**src/rtl/i2s_rx.sv**
```systemverilog
// I2S receiver: oversamples an external bit clock, word select and serial data on the
// system clock. It deserializes left/right words MSB-first and presents one stereo frame
// per sample on a valid/ready interface.
// Optional build macro: I2S_RX_LEFT_JUSTIFIED_EN selects left-justified framing
// (MSB on the slot-start bit) instead of standard I2S one-bit-delayed framing.
module i2s_rx #(
    parameter int unsigned DATA_WIDTH  = 24,
    parameter int unsigned SYNC_STAGES = 2
) (
    input  logic                  clk,
    input  logic                  reset_n,
    input  logic                  rx_sclk,
    input  logic                  rx_lrck,
    input  logic                  rx_sdin,
    output logic [DATA_WIDTH-1:0] left_data,
    output logic [DATA_WIDTH-1:0] right_data,
    output logic                  valid,
    input  logic                  ready,
    output logic                  overrun,
    output logic                  frame_err
);

    // Counter wide enough for 0..DATA_WIDTH+1 and for the wrap of (0 - 1) to exceed DATA_WIDTH.
    localparam int unsigned KW = $clog2(DATA_WIDTH + 2);
`ifdef I2S_RX_LEFT_JUSTIFIED_EN
    localparam int unsigned FirstBit = 0;
`else
    localparam int unsigned FirstBit = 1;
`endif
    localparam logic [KW-1:0] KFirst = KW'(FirstBit);
    localparam logic [KW-1:0] KLast  = KW'(FirstBit + DATA_WIDTH - 1);
    localparam logic [KW-1:0] KMax   = KW'(DATA_WIDTH + 1);
    localparam logic [KW-1:0] KDw    = KW'(DATA_WIDTH);

    typedef enum logic [1:0] {StWaitLeft, StLeft, StRight} state_e;

    logic [SYNC_STAGES-1:0] sclk_sync_q, lrck_sync_q, sdin_sync_q;
    logic                   sclk_prev_q, tick_q, lrck_smp_q, sdin_smp_q;
    logic                   lrck_last_q, lrck_last_d;
    logic [KW-1:0]          k_q, k_d;
    logic [DATA_WIDTH-1:0]  shift_q, shift_d, left_hold_q, left_hold_d;
    logic [DATA_WIDTH-1:0]  left_q, left_d, right_q, right_d;
    logic                   valid_q, valid_d, overrun_q, overrun_d, frame_err_q, frame_err_d;
    logic                   slot_start, capture, word_done, short_slot, publish;
    state_e                 state_q, state_d, state_eval;

    // Input synchronizers and registered rise tick with lrck/sdin sampled alongside it.
    always_ff @(posedge clk or negedge reset_n) begin
        if (!reset_n) begin
            sclk_sync_q <= '0;
            lrck_sync_q <= '0;
            sdin_sync_q <= '0;
            sclk_prev_q <= 1'b0;
            tick_q      <= 1'b0;
            lrck_smp_q  <= 1'b0;
            sdin_smp_q  <= 1'b0;
        end else begin
            sclk_sync_q <= {sclk_sync_q[SYNC_STAGES-2:0], rx_sclk};
            lrck_sync_q <= {lrck_sync_q[SYNC_STAGES-2:0], rx_lrck};
            sdin_sync_q <= {sdin_sync_q[SYNC_STAGES-2:0], rx_sdin};
            sclk_prev_q <= sclk_sync_q[SYNC_STAGES-1];
            tick_q      <= sclk_sync_q[SYNC_STAGES-1] & ~sclk_prev_q;
            lrck_smp_q  <= lrck_sync_q[SYNC_STAGES-1];
            sdin_smp_q  <= sdin_sync_q[SYNC_STAGES-1];
        end
    end

    // Slot detection, saturating bit counter and shift register next state.
    always_comb begin
        slot_start  = tick_q && (lrck_smp_q != lrck_last_q);
        lrck_last_d = tick_q ? lrck_smp_q : lrck_last_q;
        k_d         = k_q;
        if (slot_start) begin
            k_d = '0;
        end else if (tick_q && (k_q != KMax)) begin
            k_d = k_q + KW'(1);
        end
        // Unsigned wrap makes k below KFirst fall outside the window.
        capture    = tick_q && ((k_d - KFirst) < KDw);
        shift_d    = capture ? {shift_q[DATA_WIDTH-2:0], sdin_smp_q} : shift_q;
        word_done  = tick_q && !slot_start && (k_d == KLast);
        short_slot = slot_start && (k_q < KLast);
    end

    // Frame assembly FSM state register.
    always_ff @(posedge clk or negedge reset_n) begin
        if (!reset_n) begin
            state_q <= StWaitLeft;
        end else begin
            state_q <= state_d;
        end
    end

    // Frame assembly next state: short slots abort to WAIT_LEFT, then the new slot is judged.
    always_comb begin
        state_d     = state_q;
        state_eval  = state_q;
        frame_err_d = 1'b0;
        publish     = 1'b0;
        left_hold_d = left_hold_q;
        if (slot_start) begin
            if ((state_q != StWaitLeft) && short_slot) begin
                frame_err_d = 1'b1;
                state_eval  = StWaitLeft;
            end
            unique case (state_eval)
                StLeft:  state_d = lrck_smp_q ? StRight : StLeft;
                default: state_d = lrck_smp_q ? StWaitLeft : StLeft;
            endcase
        end else if (word_done) begin
            unique case (state_q)
                StLeft:  left_hold_d = shift_d;
                StRight: begin
                    publish = 1'b1;
                    state_d = StWaitLeft;
                end
                default: ;
            endcase
        end
    end

    // Output handshake: publish overwrites, a transfer clears valid unless a publish coincides.
    always_comb begin
        left_d    = left_q;
        right_d   = right_q;
        valid_d   = valid_q;
        overrun_d = 1'b0;
        if (publish) begin
            left_d    = left_hold_q;
            right_d   = shift_d;
            valid_d   = 1'b1;
            overrun_d = valid_q & ~ready;
        end else if (valid_q && ready) begin
            valid_d = 1'b0;
        end
    end

    // Datapath and output registers.
    always_ff @(posedge clk or negedge reset_n) begin
        if (!reset_n) begin
            lrck_last_q <= 1'b0;
            k_q         <= '0;
            shift_q     <= '0;
            left_hold_q <= '0;
            left_q      <= '0;
            right_q     <= '0;
            valid_q     <= 1'b0;
            overrun_q   <= 1'b0;
            frame_err_q <= 1'b0;
        end else begin
            lrck_last_q <= lrck_last_d;
            k_q         <= k_d;
            shift_q     <= shift_d;
            left_hold_q <= left_hold_d;
            left_q      <= left_d;
            right_q     <= right_d;
            valid_q     <= valid_d;
            overrun_q   <= overrun_d;
            frame_err_q <= frame_err_d;
        end
    end

    assign left_data  = left_q;
    assign right_data = right_q;
    assign valid      = valid_q;
    assign overrun    = overrun_q;
    assign frame_err  = frame_err_q;

endmodule

```
**config.mk**
```make
export PLATFORM = sky130hd
export DESIGN_NAME = i2s_rx
export DESIGN_NICKNAME = d
export VERILOG_FILES = /design/src/rtl/i2s_rx.sv
export SDC_FILE = /design/constraint.sdc
export NUM_CORES = 1
export LEC_CHECK = 0
export BUFFER_PORTS_ARGS = -buffer_cell sky130_fd_sc_hd__buf_2
export CORE_MARGIN = 4
export CORE_UTILIZATION = 54
export DETAILED_ROUTE_END_ITERATION = 12
export PLACE_DENSITY = 0.75
export SKIP_LAST_GASP = 1
export SLEW_MARGIN = 20
export SYNTH_ARGS = -nofsm -noshare
export SYNTH_HDL_FRONTEND = slang
export SYNTH_SLANG_ARGS = --single-unit
```
**constraint.sdc**
```tcl
create_clock -name clk -period 3.1 [get_ports clk]
set_clock_uncertainty 0.2 [all_clocks]
set_input_delay 0.62 -clock clk [delete_from_list [all_inputs] [get_ports clk]]
set_output_delay 0.62 -clock clk [all_outputs]
set_load 0.02 [all_outputs]
```
==> summary.md, run 1 <==
| Metric | Value |
|---|---|
| Outcome | `complete, no violations` |
| Cell row count | `33` |
| Initial Util | `55.4%` |
| Global-route wire length before repair | `12900 um` |
| Max incr delay on CP | `0.46 ns` |
| Final setup viols | `0` |
| CP Class | `register to register` |
| DRC | `0` |
| Worst setup margin | `0.430 ns` |
| VDD IR max | `0.510 mV` |
| Cts bufs inserted | `17` |
| Die Footprint | `0.00992 mm2` |
| Die width | `99.6 um` |
| Root Buffer | `clkbuf_8` |
| Hold depth | `0` |
| Synth top area share | `64.1%` |
| WHS Endpoint | `sdin_sync_q[1]` |
| Mux cell area share after synthesis | `25.5%` |
| Largest family of logic cells by synthesized area | `multiplexers` |
| GRT Util Overall | `17.2%` |
| Syn Nets | `284` |
| Pwr Total | `3790 uW` |
| Sequential cell area | `0.00290 mm2` |
| Unrepaired setup endpoints after global routing | `no` |
| H-tree levels | `4` |
| Worst R2R End | `left_hold_q[4]` |
| Final Hold Fails | `0` |
| Synth Area in Simple Gates | `3.87%` |
| Top FF cell, synth | `dfrtp_1` |
| # Max-Cap Violations | `0` |
| Max-slew violations | `0` |
| Worst hold margin | `0.145 ns` |
| Most frequent cell after synthesis | `dfrtp_1` |
| CTS sink cnt | `116` |
| Vias | `2405` |
| Final period utilization | `86.1%` |
| # diodes | `0` |
| Clock Pin Slew Worst Setup and Hold Paths | `0.06 ns` |
| Worst r2r path cells | `7` |
| # Post-CTS Setup Buffers | `0` |
| Critical path's slowest cell | `mux2_1` |
| Initial antenna violation count | `0` |
| Post-DP HPWL | `4650 um` |
| Synthesized area | `0.00453 mm2` |
| Sequential area share after synthesis | `64.1%` |
| CP Launch Type | `register` |
| Critical Path Fanout Max | `24` |
| Largest net degree at the start of global routing | `54` |
| Synth warn | `0` |
| Multi-input logic area | `0.00150 mm2` |
| Pwr Density | `690 mW/mm2` |
| Worst-margin pin slew | `0.488 ns` |
| Max Clock Freq | `374 MHz` |
| GPL Wtd Cong | `0.726` |
| Setup crit end kind | `register` |
| Ys async rst share | `100%` |
| Setup slack, reg-to-reg | `0.43 ns` |
| Antenna Violating Nets Remaining | `0` |
| IO buf count | `56` |
| Filler instances | `584` |
| Die H | `99.6 um` |
| CTS Hold Bufs | `4` |
| Synth Area in Adders | `0.552%` |
| Final wirelength | `7530 um` |
| GRT overflow | `0` |
| Final core utilization | `67.2%` |
| Data arrival, critical path | `2.86 ns` |
| Core area | `0.00818 mm2` |
| Synth Instances | `276` |
| Drt wl/cell | `16.2 um` |
| Post-layout min period | `2.67 ns` |
| DRT iter0 DRCs | `65` |
| Syn_area_per_cell | `16.4 um2` |
| Drt pass-1 iters | `4` |
| Synth top cells by count | `dfrtp_1 (116), mux2_2 (78), mux2_4 (17), buf_6 (10), nor2_1 (10)` |
| Setup_tns | `0 ns` |
| Relative slew margins | `67.4%` |
| Leakage | `0.00304 uW` |
| Synth cell types | `30` |
| Final layout net count | `356` |
| Synth Area in Compound Gates | `2.37%` |
| Vias in the first global route | `2565` |
| Crit-path cells | `inv_1, ha_1, nand4b_1, a211o_1, a21boi_4, nand4b_4, mux2_1` |
| Req. time, crit path | `3.28 ns` |
| Clk Latency, worst-skew pair | `0.50 ns` |
| Area delta synth->final | `21.3%` |
| Fraction of layout cells with a size suffix above 1 | `54.0%` |
| Worst Hold Launch | `sdin_sync_q[0]` |
| Vias/cell | `5.16` |
| XOR/XNOR Fraction of Synth Area | `0.773%` |
| Seq cells post-synth | `116` |
| Synth area leaders | `dfrtp_1 (64%), mux2_2 (19%), mux2_4 (5.6%), buf_6 (2.5%), nand4b_4 (1.0%)` |
| Pre-CTS WS | `0.419 ns` |
| Dominant cell type by area after synthesis | `dfrtp_1` |
| R2r startpoint | `k_q[1]` |
| CTS Buffer Depth | `2` |
| Hold/Removal Path Class | `register to register` |
| Post-CTS Resized | `0` |
| Clock tree from TritonCTS | `built` |
| # IOs | `57` |
| Number of synthesized flops with an enable pin | `0` |
[state kept, by name, indices dropped and copies added (netlist names), 2 cells and up]
| name | count |
|---|---|
| right_data | 24 |
| k_q | 5 |
| sclk_sync_q | 2 |
| shift_q | 23 |
| state_q | 2 |
| left_data | 24 |
| left_hold_q | 24 |
| sdin_sync_q | 2 |
| lrck_sync_q | 2 |
[power by group]
| group | internal [uW] | switching (uW) | leakage [uW] |
|---|---|---|---|
| clock network | 1200 | 673 | 0.000275 |
| registers | 1590 | 81.9 | 0.00159 |
| logic | 118 | 127 | 0.00118 |
| total | 2910 | 882 | 0.00304 |
[worst max-delay path by stage]
stage / startpoint / end / slack, ns / cells past startpoint
final: k_q[1] / left_hold_q[4] / 0.43 / 7
after global placement: k_q[1] / left_hold_q[4] / 0.51 / 7
after detailed placement: k_q[1] / left_hold_q[4] / 0.42 / 7
after CTS: k_q[1] / left_hold_q[4] / 0.41 / 7
after global routing: k_q[0] / left_hold_q[4] / 0.26 / 6
after floorplan: k_q[1] / shift_q[10] / 0.69 / 8
[layout make-up]
| class | count | area share, % |
|---|---|---|
| Multi-Input combinational cell | 145 | 27.2 |
| Timing Repair Buffer | 64 | 6.65 |
| Clock inverter | 12 | 2.37 |
| Clock buffer | 20 | 8.28 |
| Tap cell | 105 | 2.39 |
| Inverter | 4 | 0.273 |
| Sequential cell | 116 | 52.8 |
[through the flow]
stage          cell area (um2)  instances
2_1_floorplan             4530        276
3_3_place_gp              4870        430
3_5_place_dp              4870        430
4_1_cts                   5500        466
5_1_grt                   5500        466
6_report                  5500        466
[cells in the final DEF (no fill, tap or decap), types with 5 or more instances in the layout]
cell / n
buf_2: 55
mux2_4: 17
nand2_1: 7
clkinvlp_4: 5
dfrtp_1: 116
mux2_2: 78
clkbuf_16: 16
nor2_1: 10
[worst max-delay path, delay by kind of cell (launching register included)]
family / cells / cell delay, ns
AOI/OAI and AO/OA: 2 / 0.63
buffers and inverters: 1 / 0.08
DFF: 1 / 0.42
and+or+nand+nor: 2 / 0.60
muxes: 1 / 0.46
adders and majority gates: 1 / 0.15
[metal layers]
layer  share of wire, %  track usage [%]  wire (um)  vias up
li1                   -                -          -     1113
met4                1.3             8.82         95        0
met1                 45             22.0       3350     1241
met3                3.7             5.54        276        7
met5                  0                0          0        -
met2                 51             26.3       3800       44
[logic make-up (layout without fill, tap and decap cells)]
logic type | after synthesis | in the layout
multiplexers | 97 | 97
adder cells (fa/ha/maj) | 2 | 2
flip-flops | 116 | 116
buffers and inverters | 15 | 100
AO/OA/AOI/OAI | 14 | 14
XOR/XNOR | 4 | 4
AND/OR/NAND/NOR | 28 | 28
Power figures use the tool's default switching activity.
==> run 2: changes to the inputs <==
==> constraint.sdc (replaced) <==
create_clock -name clk -period 2.6 [get_ports clk]
set_clock_uncertainty 0.2 [all_clocks]
set_input_delay 0.52 -clock clk [delete_from_list [all_inputs] [get_ports clk]]
set_output_delay 0.52 -clock clk [all_outputs]
set_load 0.02 [all_outputs]
==> summary.md, run 2 (synthesized netlist as in run 1, its figures left out) <==
| Metric | Value |
|---|---|
| DRT iter0 DRCs | `85 (+31%)` |
| Crit-path cells | `inv_1, ha_1, nand4b_1, a211o_1, a21boi_4, buf_12, mux2_4, mux2_2` |
| IO buf count | `56 (unchanged)` |
| Final Hold Fails | `0 (unchanged)` |
| Vias/cell | `5.39 (+4.5%)` |
| DRC | `0 (unchanged)` |
| Critical Path Fanout Max | `11 (-54%)` |
| # IOs | `57 (unchanged)` |
| Hold depth | `3 (+3)` |
| Final layout net count | `361 (+1.4%)` |
| Clk Latency, worst-skew pair | `0.51 ns (about the same)` |
| Cell row count | `33 (unchanged)` |
| CP Class | `register to register` |
| Root Buffer | `clkbuf_8` |
| Max-slew violations | `0 (unchanged)` |
| Final setup viols | `0 (unchanged)` |
| Vias | `2541 (+5.7%)` |
| Hold/Removal Path Class | `input port to register` |
| Final period utilization | `96.3% (+10 points)` |
| Fraction of layout cells with a size suffix above 1 | `54.9% (+0.90 points)` |
| Vias in the first global route | `2731 (+6.5%)` |
| Met1 WL | `3690 um (+10%)` |
| VDD IR max | `0.585 mV (+15%)` |
| CTS Buffer Depth | `2 (unchanged)` |
| Unrepaired setup endpoints after global routing | `no` |
| Leakage | `0.00310 uW (+1.9%)` |
| Worst setup margin | `0.0958 ns (-0.334 ns)` |
| Max incr delay on CP | `0.42 ns (-0.04 ns)` |
| Cts bufs inserted | `17 (unchanged)` |
| Initial Util | `55.4% (unchanged)` |
| Pre-CTS WS | `0.0658 ns (-0.353 ns)` |
| Worst Hold Launch | `ready` |
| Setup crit end kind | `register` |
| Setup_tns | `0 ns (unchanged)` |
| Relative slew margins | `65.0% (-2.4 points)` |
| Max Clock Freq | `399 MHz (+6.6%)` |
| Clock Pin Slew Worst Setup and Hold Paths | `0.06 ns (about the same)` |
| R2r startpoint | `k_q[1]` |
| Commonest non-fill, non-tap cell in the layout | `dfrtp_1` |
| WHS Endpoint | `valid` |
| Outcome | `complete, no violations` |
| Drt wl/cell | `18.1 um (+12%)` |
| Commonest non-fill, non-tap cells in the layout | `dfrtp_1 (115), mux2_2 (78), buf_2 (55), mux2_4 (19), clkbuf_16 (16)` |
| Post-layout min period | `2.50 ns (-0.166 ns)` |
| Core area | `0.00818 mm2 (unchanged)` |
| Die H | `99.6 um (unchanged)` |
| CTS sink cnt | `116 (unchanged)` |
| # Max-Cap Violations | `0 (unchanged)` |
| CP Launch Type | `register` |
| Area delta synth->final | `23.6%` |
| Final wirelength | `8510 um (+13%)` |
| GRT overflow | `0 (unchanged)` |
| GPL Wtd Cong | `0.853 (+18%)` |
| H-tree levels | `4 (unchanged)` |
| Setup slack, reg-to-reg | `0.1 ns (-0.33 ns)` |
| Routed wl met2 | `4380 um (+15%)` |
| Initial antenna violation count | `0 (unchanged)` |
| Antenna Violating Nets Remaining | `0 (unchanged)` |
| Clock tree from TritonCTS | `built` |
| Post-DP HPWL | `4780 um (+2.9%)` |
| Worst-margin pin slew | `0.525 ns (+0.0369 ns)` |
| Pwr Density | `844 mW/mm2 (+22%)` |
| Drt pass-1 iters | `4 (unchanged)` |
| Worst R2R End | `shift_q[16]` |
| GRT Util Overall | `18.6% (+1.4 points)` |
| Die Footprint | `0.00992 mm2 (unchanged)` |
| Global-route wire length before repair | `13900 um (+8.3%)` |
| Req. time, crit path | `2.79 ns (-0.49 ns)` |
| Largest net degree at the start of global routing | `53 (-1.9%)` |
| Worst r2r path cells | `8 (+1)` |
| Data arrival, critical path | `2.69 ns (-0.17 ns)` |
| # diodes | `0 (unchanged)` |
| Top layer in use | `met4` |
| DR WL met3 | `317 um (+15%)` |
| Critical path's slowest cell | `dfrtp_1` |
| Die width | `99.6 um (unchanged)` |
| Critical path origin | `k_q[1]` |
## run 2: changes by cell type in the layout (fill, tap and decap cells not counted), sizes merged
cell	change
buf	+3
bufinv	+1
clkbuf	-2
clkinv	-2
inv	+3
mux2	+2
## run 2: where the power goes
| group | leakage, uW | internal [uW] | switching (uW) | total, uW |
|---|---|---|---|---|
| Sequential | 0.00158 | 1890 | 107 | 2000 |
| Clock | 0.000280 | 1490 | 844 | 2340 |
| Combinational | 0.00123 | 195 | 192 | 387 |
| Total | 0.00310 | 3580 | 1140 | 4730 |
## run 2: worst max-delay path: cells and delay by family (launching register included)
kind                       cells  cell delay (ns)
adders and majority gates      1             0.16
buffers and inverters          2             0.22
and+or+nand+nor                1             0.16
AOI/OAI and AO/OA              2             0.53
DFF                            1             0.42
muxes                          2             0.68
## run 2: cell type report
class                           instances  area, um2
Clock buffer                           18        428
Clock inverter                         14        176
Fill cell                             553       2570
Inverter                                4       15.0
Multi-Input combinational cell        147       1530
Sequential cell                       116       2900
Tap cell                              105        131
Timing Repair Buffer                   67        413
## run 2: per-stage QoR
step | hold slack [ns] | total power [uW] | cells | cell area (um2) | utilization (%)
floorplan | 0.0244 | 2220 | 276 | 4530 | -
global placement | 0.136 | 2300 | 432 | 4900 | 59.9
detailed placement | 0.143 | 2320 | 432 | 4900 | 59.9
CTS | 0.0641 | 4680 | 468 | 5540 | 67.8
global route | 0.0729 | 4910 | 471 | 5600 | 68.5
finish | 0.0946 | 4730 | 471 | 5600 | 68.5
## run 2: routing by layer
metal	global-route usage (%)	up-vias
met4	6.83	0
met5	0	-
li1	-	1140
met3	7.50	11
met2	29.6	55
met1	22.9	1335
## run 2: repair_timing
action                                  4_1_cts  5_1_grt
hold endpoints to repair                     41        0
setup buffers                                 0        1
endpoints found under the setup margin        0       55
hold buffers                                  4        0
resized for setup                             0        4
## run 2: worst max path at each step
stage / cells after the start / end / slack, ns
after floorplan: 8 / shift_q[10] / 0.19
after global placement: 7 / shift_q[16] / 0.14
after detailed placement: 7 / shift_q[0] / 0.07
after CTS: 7 / shift_q[3] / 0.03
after global routing: 8 / shift_q[12] / 0.008
final: 8 / shift_q[16] / 0.1
==> run 3: changes to the inputs <==
--- a/config.mk
+++ b/config.mk
@@ -6,8 +6,10 @@
 export NUM_CORES = 1
 export LEC_CHECK = 0
 export BUFFER_PORTS_ARGS = -buffer_cell sky130_fd_sc_hd__buf_2
+export CORE_ASPECT_RATIO = 1.1
 export CORE_MARGIN = 4
 export CORE_UTILIZATION = 54
+export CTS_CLUSTER_SIZE = 10
 export DETAILED_ROUTE_END_ITERATION = 12
 export PLACE_DENSITY = 0.75
 export SKIP_LAST_GASP = 1
==> constraint.sdc (replaced) <==
create_clock -name clk -period 3 [get_ports clk]
set_clock_uncertainty 0.2 [all_clocks]
set_input_delay 0.6 -clock clk [delete_from_list [all_inputs] [get_ports clk]]
set_output_delay 0.6 -clock clk [all_outputs]
set_load 0.02 [all_outputs]
==> summary.md, run 3 (synthesized netlist as in run 1, its figures left out) <==
| Metric | Value |
|---|---|
| Outcome | `complete, no violations` |
| Clk Latency, worst-skew pair | `0.50 ns (about the same)` |
| Cell row count | `34 (+3.0%)` |
| Setup crit end kind | `register` |
| Final wirelength | `7730 um (-9.2%)` |
| Clock Pin Slew Worst Setup and Hold Paths | `0.05 ns (about the same)` |
| Crit-path cells | `ha_1, nand4b_1, a211o_1, a21boi_4, nand4b_4, buf_4, mux2_2` |
| Filler instances | `536 (-3.1%)` |
| Commonest non-fill, non-tap cell in the layout | `dfrtp_1` |
| Leakage | `0.00308 uW (-0.56%)` |
| Routed wl met2 | `4030 um (-8.0%)` |
| Max-slew violations | `0 (unchanged)` |
| Core area | `0.00804 mm2 (-1.7%)` |
| Pwr Density | `742 mW/mm2 (-12%)` |
| GRT Util Overall | `17.9% (-0.68 points)` |
| GPL Wtd Cong | `0.820 (-3.9%)` |
| Design area | `0.00558 mm2 (-0.45%)` |
| DR WL met3 | `254 um (-20%)` |
| Initial antenna violation count | `0 (unchanged)` |
| Clock tree from TritonCTS | `built` |
| # Max-Cap Violations | `0 (unchanged)` |
| Final core utilization | `69.4% (+0.84 points)` |
| Fraction of layout cells with a size suffix above 1 | `54.3% (-0.65 points)` |
| Initial Util | `56.4% (+0.93 points)` |
| Met1 WL | `3280 um (-11%)` |
| CTS sink cnt | `116 (unchanged)` |
| Hold/Removal Path Class | `register to register` |
| Root Buffer | `clkbuf_8` |
| Largest net degree at the start of global routing | `53 (unchanged)` |
| Global-route wire length before repair | `13500 um (-3.5%)` |
| Final period utilization | `88.0% (-8.4 points)` |
| Die Footprint | `0.00992 mm2 (about the same)` |
| Worst hold margin | `0.150 ns (+0.0556 ns)` |
| Max Clock Freq | `379 MHz (-5.1%)` |
| H-tree levels | `4 (unchanged)` |
| Commonest non-fill, non-tap cells in the layout | `dfrtp_1 (116), mux2_2 (78), buf_2 (55), mux2_4 (17), clkbuf_16 (16)` |
| Max incr delay on CP | `0.46 ns (+0.04 ns)` |
| # IOs | `57 (unchanged)` |
| Vias in the first global route | `2741 (+0.37%)` |
| Vias/cell | `5.18 (-4.0%)` |
| Critical Path Fanout Max | `14 (+3)` |
| DRC | `0 (unchanged)` |
| DRT iter0 DRCs | `80 (-5.9%)` |
| CP Class | `register to register` |
| Cts bufs inserted | `17 (unchanged)` |
| Drt pass-1 iters | `4 (unchanged)` |
| Die width | `95.3 um (-4.3%)` |
| Relative slew margins | `57.1% (-7.9 points)` |
| # diodes | `0 (unchanged)` |
| Worst-margin pin slew | `0.644 ns (+0.118 ns)` |
| Data arrival, critical path | `2.82 ns (+0.13 ns)` |
| IO buf count | `56 (unchanged)` |
| Die H | `104 um (+4.5%)` |
| Final setup viols | `0 (unchanged)` |
| Final layout net count | `358 (-0.83%)` |
| Post-layout min period | `2.64 ns (+0.135 ns)` |
| CTS Buffer Depth | `2 (unchanged)` |
| Vias | `2439 (-4.0%)` |
| Area after DPL | `0.00489 mm2 (-0.18%)` |
| Setup_tns | `0 ns (unchanged)` |
| Req. time, crit path | `3.18 ns (+0.39 ns)` |
| Area delta synth->final | `23.1%` |
| Top layer in use | `met4` |
| Worst path bufs/invs | `1 (-1)` |
| CP Launch Type | `register` |
| Final Hold Fails | `0 (unchanged)` |
| Pwr Total | `4140 uW (-12%)` |
| VDD IR max | `0.460 mV (-21%)` |
| Critical path's slowest cell | `dfrtp_1` |
| Crit path max-delay family | `compound AO/OA/AOI/OAI gates` |
| Drt wl/cell | `16.4 um (-9.2%)` |
| Post-DP HPWL | `4760 um (-0.52%)` |
| GRT overflow | `0 (unchanged)` |
| Unrepaired setup endpoints after global routing | `no` |
| Antenna Violating Nets Remaining | `0 (unchanged)` |
## run 3: cell count changes in the layout (fill, tap and decap cells not counted), sizes merged
| cell | change |
|---|---|
| buf | -1 |
| bufinv | +2 |
| clkbuf | +1 |
| clkinvlp | -1 |
| inv | -2 |
| mux2 | -2 |
## run 3: per-stage QoR
stage / worst slack [ns] / cells
final: 0.361 / 471
after global routing: 0.199 / 471
after detailed placement: 0.400 / 435
after global placement: 0.480 / 435
after CTS: 0.350 / 471
after floorplan: 0.593 / 276
## run 3: area by class of cell
cell class / count / area (um2) / area share (%)
clock inverters: 13 / 204 / 3.66
flip-flops and latches: 116 / 2900 / 52.1
well taps: 108 / 135 / 2.42
inverters: 4 / 15.0 / 0.269
clock buffers: 19 / 442 / 7.92
multi-input cells: 145 / 1500 / 26.9
repair buffers: 66 / 380 / 6.82
## run 3: layer usage
layer,vias to the layer above,global-route usage [%]
met5,-,0
met4,0,8.25
met3,14,5.43
met2,41,28.3
met1,1250,22.3
li1,1134,-
## run 3: what timing repair did
action,in CTS,in global routing
endpoints found under the setup margin,0,0
buffers inserted,0,0
resized for setup,0,0
hold endpoints to repair,52,0
hold buffers,4,0
## run 3: path summary, 6_finish.rpt
path	startpoint	end	slack, ns	depth (start not counted)
worst max-delay path	k_q[0]	left_hold_q[2]	0.36	7
worst max register to register	k_q[0]	left_hold_q[2]	0.36	7
worst min-delay path	sclk_sync_q[0]	sclk_sync_q[1]	0.15	0
min in group asynchronous	reset_n	shift_q[8]	0.46	2
worst min register to register	sclk_sync_q[0]	sclk_sync_q[1]	0.15	0
max in group asynchronous	reset_n	left_data[16]	1.44	3
## run 3: power by group
part | switching (uW) | total (uW) | internal [uW] | leakage (uW)
sequential | 90.2 | 1730 | 1640 | 0.00159
clock | 672 | 2140 | 1470 | 0.000306
combinational | 138 | 263 | 125 | 0.00119
